File: config.mk
export PLATFORM = sky130hd
export DESIGN_NAME = lot_occupancy_ctrl
export DESIGN_NICKNAME = d
export VERILOG_FILES = /design/src/rtl/parq_pkg.sv /design/src/rtl/sensor_debounce.sv /design/src/rtl/lot_occupancy_ctrl.sv
export SDC_FILE = /design/constraint.sdc
export NUM_CORES = 1
export LEC_CHECK = 0
export ABC_CLOCK_PERIOD_IN_PS = 3900
export CORE_MARGIN = 1
export CORE_UTILIZATION = 60
export CTS_CLUSTER_SIZE = 40
export DETAILED_ROUTE_END_ITERATION = 7
export PLACE_DENSITY = 0.88
export RECOVER_POWER = 50
export SYNTH_ARGS = -nofsm -noshare
export SYNTH_HDL_FRONTEND = slang
export SYNTH_SLANG_ARGS = --single-unit
export TNS_END_PERCENT = 50
File: constraint.sdc
create_clock -name clk -period 3.9 [get_ports clk]
set_clock_uncertainty 0.2 [all_clocks]
set_input_delay 0.78 -clock clk [delete_from_list [all_inputs] [get_ports clk]]
set_output_delay 0.78 -clock clk [all_outputs]
set_load 0.05 [all_outputs]
File: src/rtl/parq_pkg.sv
// Shared types and defaults for the parking-lot occupancy path.
package parq_pkg;

    // Sequence FSM states: entry side (EN*) and exit side (EX*) mirror each other.
    typedef enum logic [2:0] {
        S_IDLE = 3'd0,
        S_EN1  = 3'd1,
        S_EN2  = 3'd2,
        S_EN3  = 3'd3,
        S_EX1  = 3'd4,
        S_EX2  = 3'd5,
        S_EX3  = 3'd6
    } state_t;

    // One BCD digit of the occupancy display.
    typedef logic [3:0] bcd_t;

    // Default lot capacity and debounce settings.
    localparam int unsigned CAP_DEFAULT       = 50;
    localparam int unsigned DB_CYCLES_DEFAULT = 50000;
    localparam int unsigned DBW_DEFAULT       = 16;

    // Debounced beam pair {a,b}: 1 = blocked.
    localparam logic [1:0] AB_NONE = 2'b00;
    localparam logic [1:0] AB_A    = 2'b10;
    localparam logic [1:0] AB_B    = 2'b01;
    localparam logic [1:0] AB_BOTH = 2'b11;

endpackage

File: src/rtl/sensor_debounce.sv
// Two-flop synchroniser followed by a stable-level debouncer for one beam sensor.
module sensor_debounce
    import parq_pkg::*;
#(
    parameter int unsigned DB_CYCLES = DB_CYCLES_DEFAULT,
    parameter int unsigned DBW       = DBW_DEFAULT
) (
    input  logic clk,
    input  logic reset,
    input  logic din,
    output logic dout
);

    // Counter value on the last differing cycle before the new level is accepted.
    localparam logic [DBW-1:0] CNT_LAST = DBW'(DB_CYCLES - 1);

    logic           sync1;
    logic           sync2;
    logic [DBW-1:0] cnt;

    // Synchronise the raw input, then accept a new level once it has differed for DB_CYCLES cycles.
    // NOTE: sequential state uses non-blocking assignments so every flop samples pre-edge values.
    always_ff @(posedge clk) begin
        if (reset) begin
            sync1 <= 1'b0;
            sync2 <= 1'b0;
            dout  <= 1'b0;
            cnt   <= '0;
        end else begin
            sync1 <= din;
            sync2 <= sync1;
            if (sync2 == dout) begin
                cnt <= '0;
            end else if (cnt == CNT_LAST) begin
                dout <= sync2;
                cnt  <= '0;
            end else begin
                cnt <= cnt + DBW'(1);
            end
        end
    end

endmodule

File: src/rtl/lot_occupancy_ctrl.sv
// Beam-sequence decoder and saturating BCD occupancy counter for the lot display.
module lot_occupancy_ctrl
    import parq_pkg::*;
#(
    parameter int unsigned CAP       = CAP_DEFAULT,
    parameter int unsigned DB_CYCLES = DB_CYCLES_DEFAULT,
    parameter int unsigned DBW       = DBW_DEFAULT
) (
    input  logic       clk,
    input  logic       reset,
    input  logic       a,
    input  logic       b,
    output logic [9:0] occ,
    output bcd_t       dig2,
    output bcd_t       dig1,
    output bcd_t       dig0,
    output logic       full,
    output logic       empty,
    output logic       enter_p,
    output logic       exit_p,
    output logic       err_p
);

    localparam logic [9:0] CAP_V = 10'(CAP);

    logic       ad;
    logic       bd;
    logic [1:0] pair;

    state_t     state_q;
    state_t     state_d;
    logic       ev_entry;
    logic       ev_exit;

    logic [9:0] occ_d;
    bcd_t       dig2_d;
    bcd_t       dig1_d;
    bcd_t       dig0_d;
    logic       enter_d;
    logic       exit_d;
    logic       err_d;

    sensor_debounce #(.DB_CYCLES(DB_CYCLES), .DBW(DBW)) u_deb_a (
        .clk   (clk),
        .reset (reset),
        .din   (a),
        .dout  (ad)
    );

    sensor_debounce #(.DB_CYCLES(DB_CYCLES), .DBW(DBW)) u_deb_b (
        .clk   (clk),
        .reset (reset),
        .din   (b),
        .dout  (bd)
    );

    assign pair = {ad, bd};

    // Sequence state register.
    always_ff @(posedge clk) begin
        if (reset) state_q <= S_IDLE;
        else       state_q <= state_d;
    end

    // Next-state decode of the ordered blocking sequence; events fire on the final release.
    // NOTE: every output of this block gets a default first, so no path leaves one unassigned (no latch).
    always_comb begin
        state_d  = state_q;
        ev_entry = 1'b0;
        ev_exit  = 1'b0;
        case (state_q)
            S_IDLE: begin
                if (pair == AB_A)      state_d = S_EN1;
                else if (pair == AB_B) state_d = S_EX1;
            end
            S_EN1: begin
                if (pair == AB_BOTH)   state_d = S_EN2;
                else if (pair != AB_A) state_d = S_IDLE;
            end
            S_EN2: begin
                case (pair)
                    AB_B:    state_d = S_EN3;
                    AB_A:    state_d = S_EN1;
                    AB_NONE: state_d = S_IDLE;
                    default: state_d = S_EN2;
                endcase
            end
            S_EN3: begin
                case (pair)
                    AB_NONE: begin
                        state_d  = S_IDLE;
                        ev_entry = 1'b1;
                    end
                    AB_BOTH: state_d = S_EN2;
                    AB_A:    state_d = S_IDLE;
                    default: state_d = S_EN3;
                endcase
            end
            S_EX1: begin
                if (pair == AB_BOTH)   state_d = S_EX2;
                else if (pair != AB_B) state_d = S_IDLE;
            end
            S_EX2: begin
                case (pair)
                    AB_A:    state_d = S_EX3;
                    AB_B:    state_d = S_EX1;
                    AB_NONE: state_d = S_IDLE;
                    default: state_d = S_EX2;
                endcase
            end
            S_EX3: begin
                case (pair)
                    AB_NONE: begin
                        state_d = S_IDLE;
                        ev_exit = 1'b1;
                    end
                    AB_BOTH: state_d = S_EX2;
                    AB_B:    state_d = S_IDLE;
                    default: state_d = S_EX3;
                endcase
            end
            default: state_d = S_IDLE;
        endcase
    end

    // Saturating up/down count, binary and BCD in lockstep with carry/borrow rippling across digits.
    always_comb begin
        occ_d   = occ;
        dig2_d  = dig2;
        dig1_d  = dig1;
        dig0_d  = dig0;
        enter_d = 1'b0;
        exit_d  = 1'b0;
        err_d   = 1'b0;
        if (ev_entry) begin
            if (occ < CAP_V) begin
                occ_d   = occ + 10'd1;
                enter_d = 1'b1;
                if (dig0 == 4'd9) begin
                    dig0_d = 4'd0;
                    if (dig1 == 4'd9) begin
                        dig1_d = 4'd0;
                        dig2_d = dig2 + 4'd1;
                    end else begin
                        dig1_d = dig1 + 4'd1;
                    end
                end else begin
                    dig0_d = dig0 + 4'd1;
                end
            end else begin
                err_d = 1'b1;
            end
        end else if (ev_exit) begin
            if (occ != 10'd0) begin
                occ_d  = occ - 10'd1;
                exit_d = 1'b1;
                if (dig0 == 4'd0) begin
                    dig0_d = 4'd9;
                    if (dig1 == 4'd0) begin
                        dig1_d = 4'd9;
                        dig2_d = dig2 - 4'd1;
                    end else begin
                        dig1_d = dig1 - 4'd1;
                    end
                end else begin
                    dig0_d = dig0 - 4'd1;
                end
            end else begin
                err_d = 1'b1;
            end
        end
    end

    // Register the count, status flags and one-cycle event pulses.
    always_ff @(posedge clk) begin
        if (reset) begin
            occ     <= 10'd0;
            dig2    <= 4'd0;
            dig1    <= 4'd0;
            dig0    <= 4'd0;
            full    <= (CAP_V == 10'd0);
            empty   <= 1'b1;
            enter_p <= 1'b0;
            exit_p  <= 1'b0;
            err_p   <= 1'b0;
        end else begin
            occ     <= occ_d;
            dig2    <= dig2_d;
            dig1    <= dig1_d;
            dig0    <= dig0_d;
            full    <= (occ_d == CAP_V);
            empty   <= (occ_d == 10'd0);
            enter_p <= enter_d;
            exit_p  <= exit_d;
            err_p   <= err_d;
        end
    end

endmodule

### Yosys cells after proc, flatten, opt, wreduce, memory -nomap -nowiden

Cells that the tools add are included.

* register bits after elaboration: 68
* logic and storage cells: 125
* output and inout bits: 27
* input port bits: 4

* bitwise logic cells: 4
* mux-type cells: 46
* order comparisons: 1
* eq/ne operators: 24
* add/sub/neg operators: 10
* reductions and logical operators: 22

Operators with widths (count)
* $mux 4: 22
* $mux 10: 4
* $add 16x1->16 const B: 2
* $eq 16x16->1 const B: 2
* $pmux 3 s7: 1
* $mux 3: 6
* $add 4x1->4 const B: 3
* $sub 4x1->4 const B: 3
* $add 10x1->10 const B: 1
* $eq 10x6->1 const B: 1
* $logic_not 10->1: 1
* $lt 10x6->1 const B: 1
* $reduce_bool 10->1: 1
* $sub 10x1->10 const B: 1
* $eq 3x3->1 const B: 3
* $mux 1: 9
* $ne 3x3->1 const B: 3
* $pmux 3 s3: 1
* $reduce_or 3->1: 3
* $eq 4x4->1 const B: 2
* $logic_not 4->1: 2
* $ne 2x1->1 const B: 4
* $reduce_bool 2->1: 4
* $reduce_and 7->1: 1
* 16 further kinds: 26

### Longest topological paths before layout

* word-level depth: 6
* gate-level depth with buffers: 11

### Hierarchy

A second synthesis with hierarchy kept.

* cells, all modules: 445
* area, all modules: 3787.4 µm²

By module, submodules not included
* lot_occupancy_ctrl: times used 1, cells each 268, area each 2112.0 µm², seq. area each 600.6 µm²
* sensor_debounce (u_deb_a): times used 1, cells each 87, area each 847.1 µm², seq. area each 380.4 µm²
* sensor_debounce (u_deb_b): times used 1, cells each 90, area each 828.3 µm², seq. area each 380.4 µm²

### Least setup slack after synthesis

No wires, ideal clock.

* path kind: flip-flop to flip-flop
* start: reg occ[0]
* end: reg dig1[3]
* data required time: 3.606 ns
* period minus slack after synthesis: 2.840 ns
* arrival: 2.546 ns
* stages on the path, launching flop included: 8
* buffers on the path: 0
* slack: 1.060 ns
* library setup time: 0.094 ns
* cell sequence: dfxtp_1 inv_1 ha_1 nor3b_1 a31oi_2 o221ai_4 or4b_1 o311ai_2

* cells in the longest elaborated chain, start to end: 3

Ends and longest elaborated chain
* start: declaration: RTL line lot_occupancy_ctrl.sv:13 `output logic [9:0] occ,`
* start signal: assignment: RTL line lot_occupancy_ctrl.sv:177 `occ <= 10'd0;`
* start signal: assignment: RTL line lot_occupancy_ctrl.sv:187 `occ <= occ_d;`
* $lt 10x6->1 or $reduce_bool 10->1 (tied branches): RTL line lot_occupancy_ctrl.sv:136, lot_occupancy_ctrl.sv:154
* $ne 2x1->1 (no line) or $reduce_bool 2->1 (tied branches)
* $reduce_and 5->1 (no line) (*)
* end signal: assignment: RTL line lot_occupancy_ctrl.sv:189 `dig1 <= dig1_d;`
* end: declaration: RTL line lot_occupancy_ctrl.sv:15 `output bcd_t dig1,`

Mark *: on every way between the ends. The rest lies on a longest branch, timed or not.
A chain may end at the register's enable or synchronous reset.

### Final worst setup path

* start: reg u_deb_b.dout
* end: reg dig2[1]

* cells in the longest elaborated chain, start to end: 5

Ends and longest elaborated chain
* start: declaration: RTL line sensor_debounce.sv:11 `output logic dout`
* start signal: assignment: RTL line sensor_debounce.sv:35 `dout <= sync2;`
* $logic_not 2->1 (*): RTL line lot_occupancy_ctrl.sv:89, lot_occupancy_ctrl.sv:112
* $mux 1 (*): RTL line lot_occupancy_ctrl.sv:89, lot_occupancy_ctrl.sv:112
* $mux 1: RTL line lot_occupancy_ctrl.sv:71 `case (state_q)`
* $ne 2x1->1 (no line) or $reduce_bool 2->1 (tied branches)
* $reduce_and 7->1 (no line)
* end signal: assignment: RTL line lot_occupancy_ctrl.sv:188 `dig2 <= dig2_d;`
* end: declaration: RTL line lot_occupancy_ctrl.sv:14 `output bcd_t dig2,`

Marked as above.

==> results_dict.tcl <==
set metrics [dict create \
    status "finished, final reports clean" \
    rsz0062_at_grt "false" \
    switching_share 0.230 \
    hold_end "u_deb_b.cnt[0]" \
    cts-root-buf "clkbuf_8" \
    synth_top_area_frac 0.378 \
    critPathArrivalTime_ns 3.09 \
    r2r_cells 8 \
    num_antenna_cells 0 \
    synth.largest_area_cell "dfxtp_1" \
    cts_buffer_depth 2 \
    clk-insertion-delay-late_ns 0.35 \
    maxCapViolations 0 \
    clkSinkCount 68 \
    drive_gt1_frac 0.0740 \
    regArea_um2 1360 \
    startpoint "u_deb_b.dout" \
    synth_flop_cell "dfxtp_1" \
    finalCriticalPeriod_ns 3.09 \
    die_w_um 79.5 \
    synth_seq_cells 68 \
    powerDensity_nw_per_um2 332 \
    drt-total-wl_mm 7.41 \
    grt_max_degree 26 \
    hold_viol 0 \
    placed_cells 502 \
    via_per_inst 5.89 \
    post-route-period-util 0.793 \
    cp_max_fo 21 \
    cts_repair_resize_count 0 \
    p_seq_frac 0.517 \
    ant_nets 0 \
    leakagePower_nw 1.47 \
    comb_power_share 0.040 \
    routedWlPerCell_um 14.3 \
    syn_avg_cell_area_um2 8.59 \
    hold_buffers 0 \
    synth.yosys.seq_area_share 0.378 \
    yosys-top-cells-area "dfxtp_1, nor2_1, xnor2_1" \
    hold_ws_ns 0.256 \
    core_area_um2 5640 \
    worst_pin_slew_ns 1.08 \
    drc_errors 0 \
    worst-path-stages 8 \
    syn2layout_area_growth_pct 13.8 \
    grt_pass1_wl_mm 12.5 \
    grt-ovfl-total 0 \
    ir_drop_v 0.000212 \
    rr_startpoint "u_deb_b.dout" \
    multiInputGateArea_um2 2100 \
    portBuffers 30 \
    grt_use_total 0.252 \
    netlist_area_um2 3600 \
    initial_core_util 0.638 \
    numCtsBuffers 9 \
    synth_edf_count 0 \
    yosysUniqueCellTypes 64 \
    crit_chain "inv_1 > ha_1 > and4b_1 > and3_1 > o221ai_4 > a2111oi_4 > mux2i_1 > nor2_1" \
    cts_max_level 3 \
    p_int_mw 1.05 \
    path_class "reg -> reg" \
    num_rows 27 \
    vias 3053 \
    cpPeakStageDelay_ns 0.67 \
    power_frac_clock 0.443 \
    max_freq_mhz 323 \
    antenna_found_initial 0 \
    hold_path_class "reg -> reg" \
    syn_nets 436 \
    netlist_instances 419 \
    relSlewSlack 0.283 \
    power_switching_mw 0.313 \
    path_clk_slew_ns 0.07 \
    die_area_um2 6310 \
    ff2ff_setup_slack_ns 0.81 \
    nFillCells 426 \
    slew_violations 0 \
    critical-path-top-delay-family "simple AND/OR/NAND/NOR gates" \
    required_ns 3.89 \
    hpwl_mm 5.20 \
    end_kind "flop" \
    synthArstFlopShare 0 \
    die_h_um 79.5 \
    cts_setup_buffers 0 \
    cp_num_buf_inv 1 \
    finalCoreUtilization 0.726 \
    grt_pass1_vias 2790 \
    place.gp.congestion 0.914 \
    setup_viol 0 \
    hold_depth 1 \
    finalSetupTns_ns 0 \
    cts_tree "done" \
    ys_warn_count 0 \
    finalPower_mw 1.36 \
    final_cells 518 \
    cp-start-kind "flop" \
    firstDrtPassIters 5 \
    drt_iter0_drc 175 \
    nets 458 \
    reg2reg_to "dig2[1]" \
    top_level_ports 31 \
    crit_path_top_delay_cell "and4b_1" \
    min-delay-start "u_deb_b.cnt[0]" \
]
==> cell families (layout without fill, tap and decap cells) <==
family	count (synthesis)	count (layout)	share of synthesized area
AND/OR/NAND/NOR	199	199	0.284
flip-flops	68	68	0.378
AO/OA/AOI/OAI	59	59	0.127
XOR/XNOR	42	42	0.102
buffers and inverters	29	56	0.0351
adder cells (fa/ha/maj)	13	13	0.0473
multiplexers	9	9	0.0264
==> cell usage in the layout (no fill, tap or decap), types with 3 or more instances in the layout <==
cell	count
a31oi_1	7
or3_1	6
xnor2_1	21
nor4_1	5
ha_1	12
o31ai_1	5
nor3_1	13
nand4_1	9
nand2_1	25
nand3_1	17
clkdlybuf4s50_1	23
nand2b_1	7
nor2b_1	9
a211oi_1	3
xor2_1	21
nor2_1	74
mux2i_1	8
or2_2	4
a21oi_1	10
clkbuf_8	11
dlygate4sd3_1	7
and3_1	9
inv_1	8
dfxtp_1	68
o21ai_0	13
nand3b_1	3
==> per-stage QoR <==
step | worst slack, ns | cell area, um2
after global placement | 1.01 | 3910
final | 0.807 | 4100
after floorplan | 1.06 | 3600
after CTS | 0.856 | 4120
after detailed placement | 0.871 | 3910
after global routing | 0.605 | 4100
==> per-layer routing <==
| metal | global-route usage | wire, um |
|---|---|---|
| met2 | 0.423 | 3720 |
| met1 | 0.306 | 3260 |
| met5 | 0 | 0 |
| met3 | 0.0377 | 305 |
| met4 | 0.142 | 120 |
==> registers in the layout (all words and copies together), names as in the netlist, 3 cells and up <==
signal	count
u_deb_a.cnt	16
dig0	4
dig2	4
u_deb_b.cnt	16
dig1	4
state_q	3
occ	10
==> cell type report <==
| type | count | share of cell area |
|---|---|---|
| Clock inverter | 5 | 0.0144 |
| Multi-Input combinational cell | 322 | 0.512 |
| Timing Repair Buffer | 31 | 0.0742 |
| Clock buffer | 11 | 0.0369 |
| Tap cell | 72 | 0.0220 |
| Inverter | 9 | 0.00824 |
| Sequential cell | 68 | 0.332 |
==> worst max path at each step <==
stage	to	slack, ns
4_1_cts	dig1[3]	0.86
3_5_place_dp	dig1[2]	0.87
3_3_place_gp	dig1[3]	1.01
2_1_floorplan	dig1[3]	1.06
6_report	dig2[1]	0.81
5_1_grt	dig2[1]	0.60
==> power groups by stage <==
| stage | Clock (mW) | Combinational [mW] | Sequential [mW] |
|---|---|---|---|
| final | 0.602 | 0.0551 | 0.704 |
| after global placement | 0 | 0.0552 | 0.719 |
| after global routing | 0.644 | 0.0604 | 0.704 |
| after CTS | 0.612 | 0.0565 | 0.704 |
| after detailed placement | 0 | 0.0561 | 0.720 |
| after floorplan | 0 | 0.0310 | 0.729 |
==> cells in the mapped netlist (3+ instances only) <==
cell,count
a21oi_1,10
mux2i_1,8
o31ai_1,4
nand2b_1,7
o21ai_0,13
nor2b_1,9
nand3b_1,3
or2_2,4
nor2_1,74
nor3_1,13
a211oi_1,3
xnor2_1,21
nand2_1,25
a31oi_1,7
inv_1,8
buf_2,5
clkbuf_1,11
or3_1,6
nor4_1,5
ha_1,12
dfxtp_1,68
nand3_1,17
nand4_1,9
xor2_1,21
and3_1,9
Note: power is estimated with default switching activity, not from simulation.
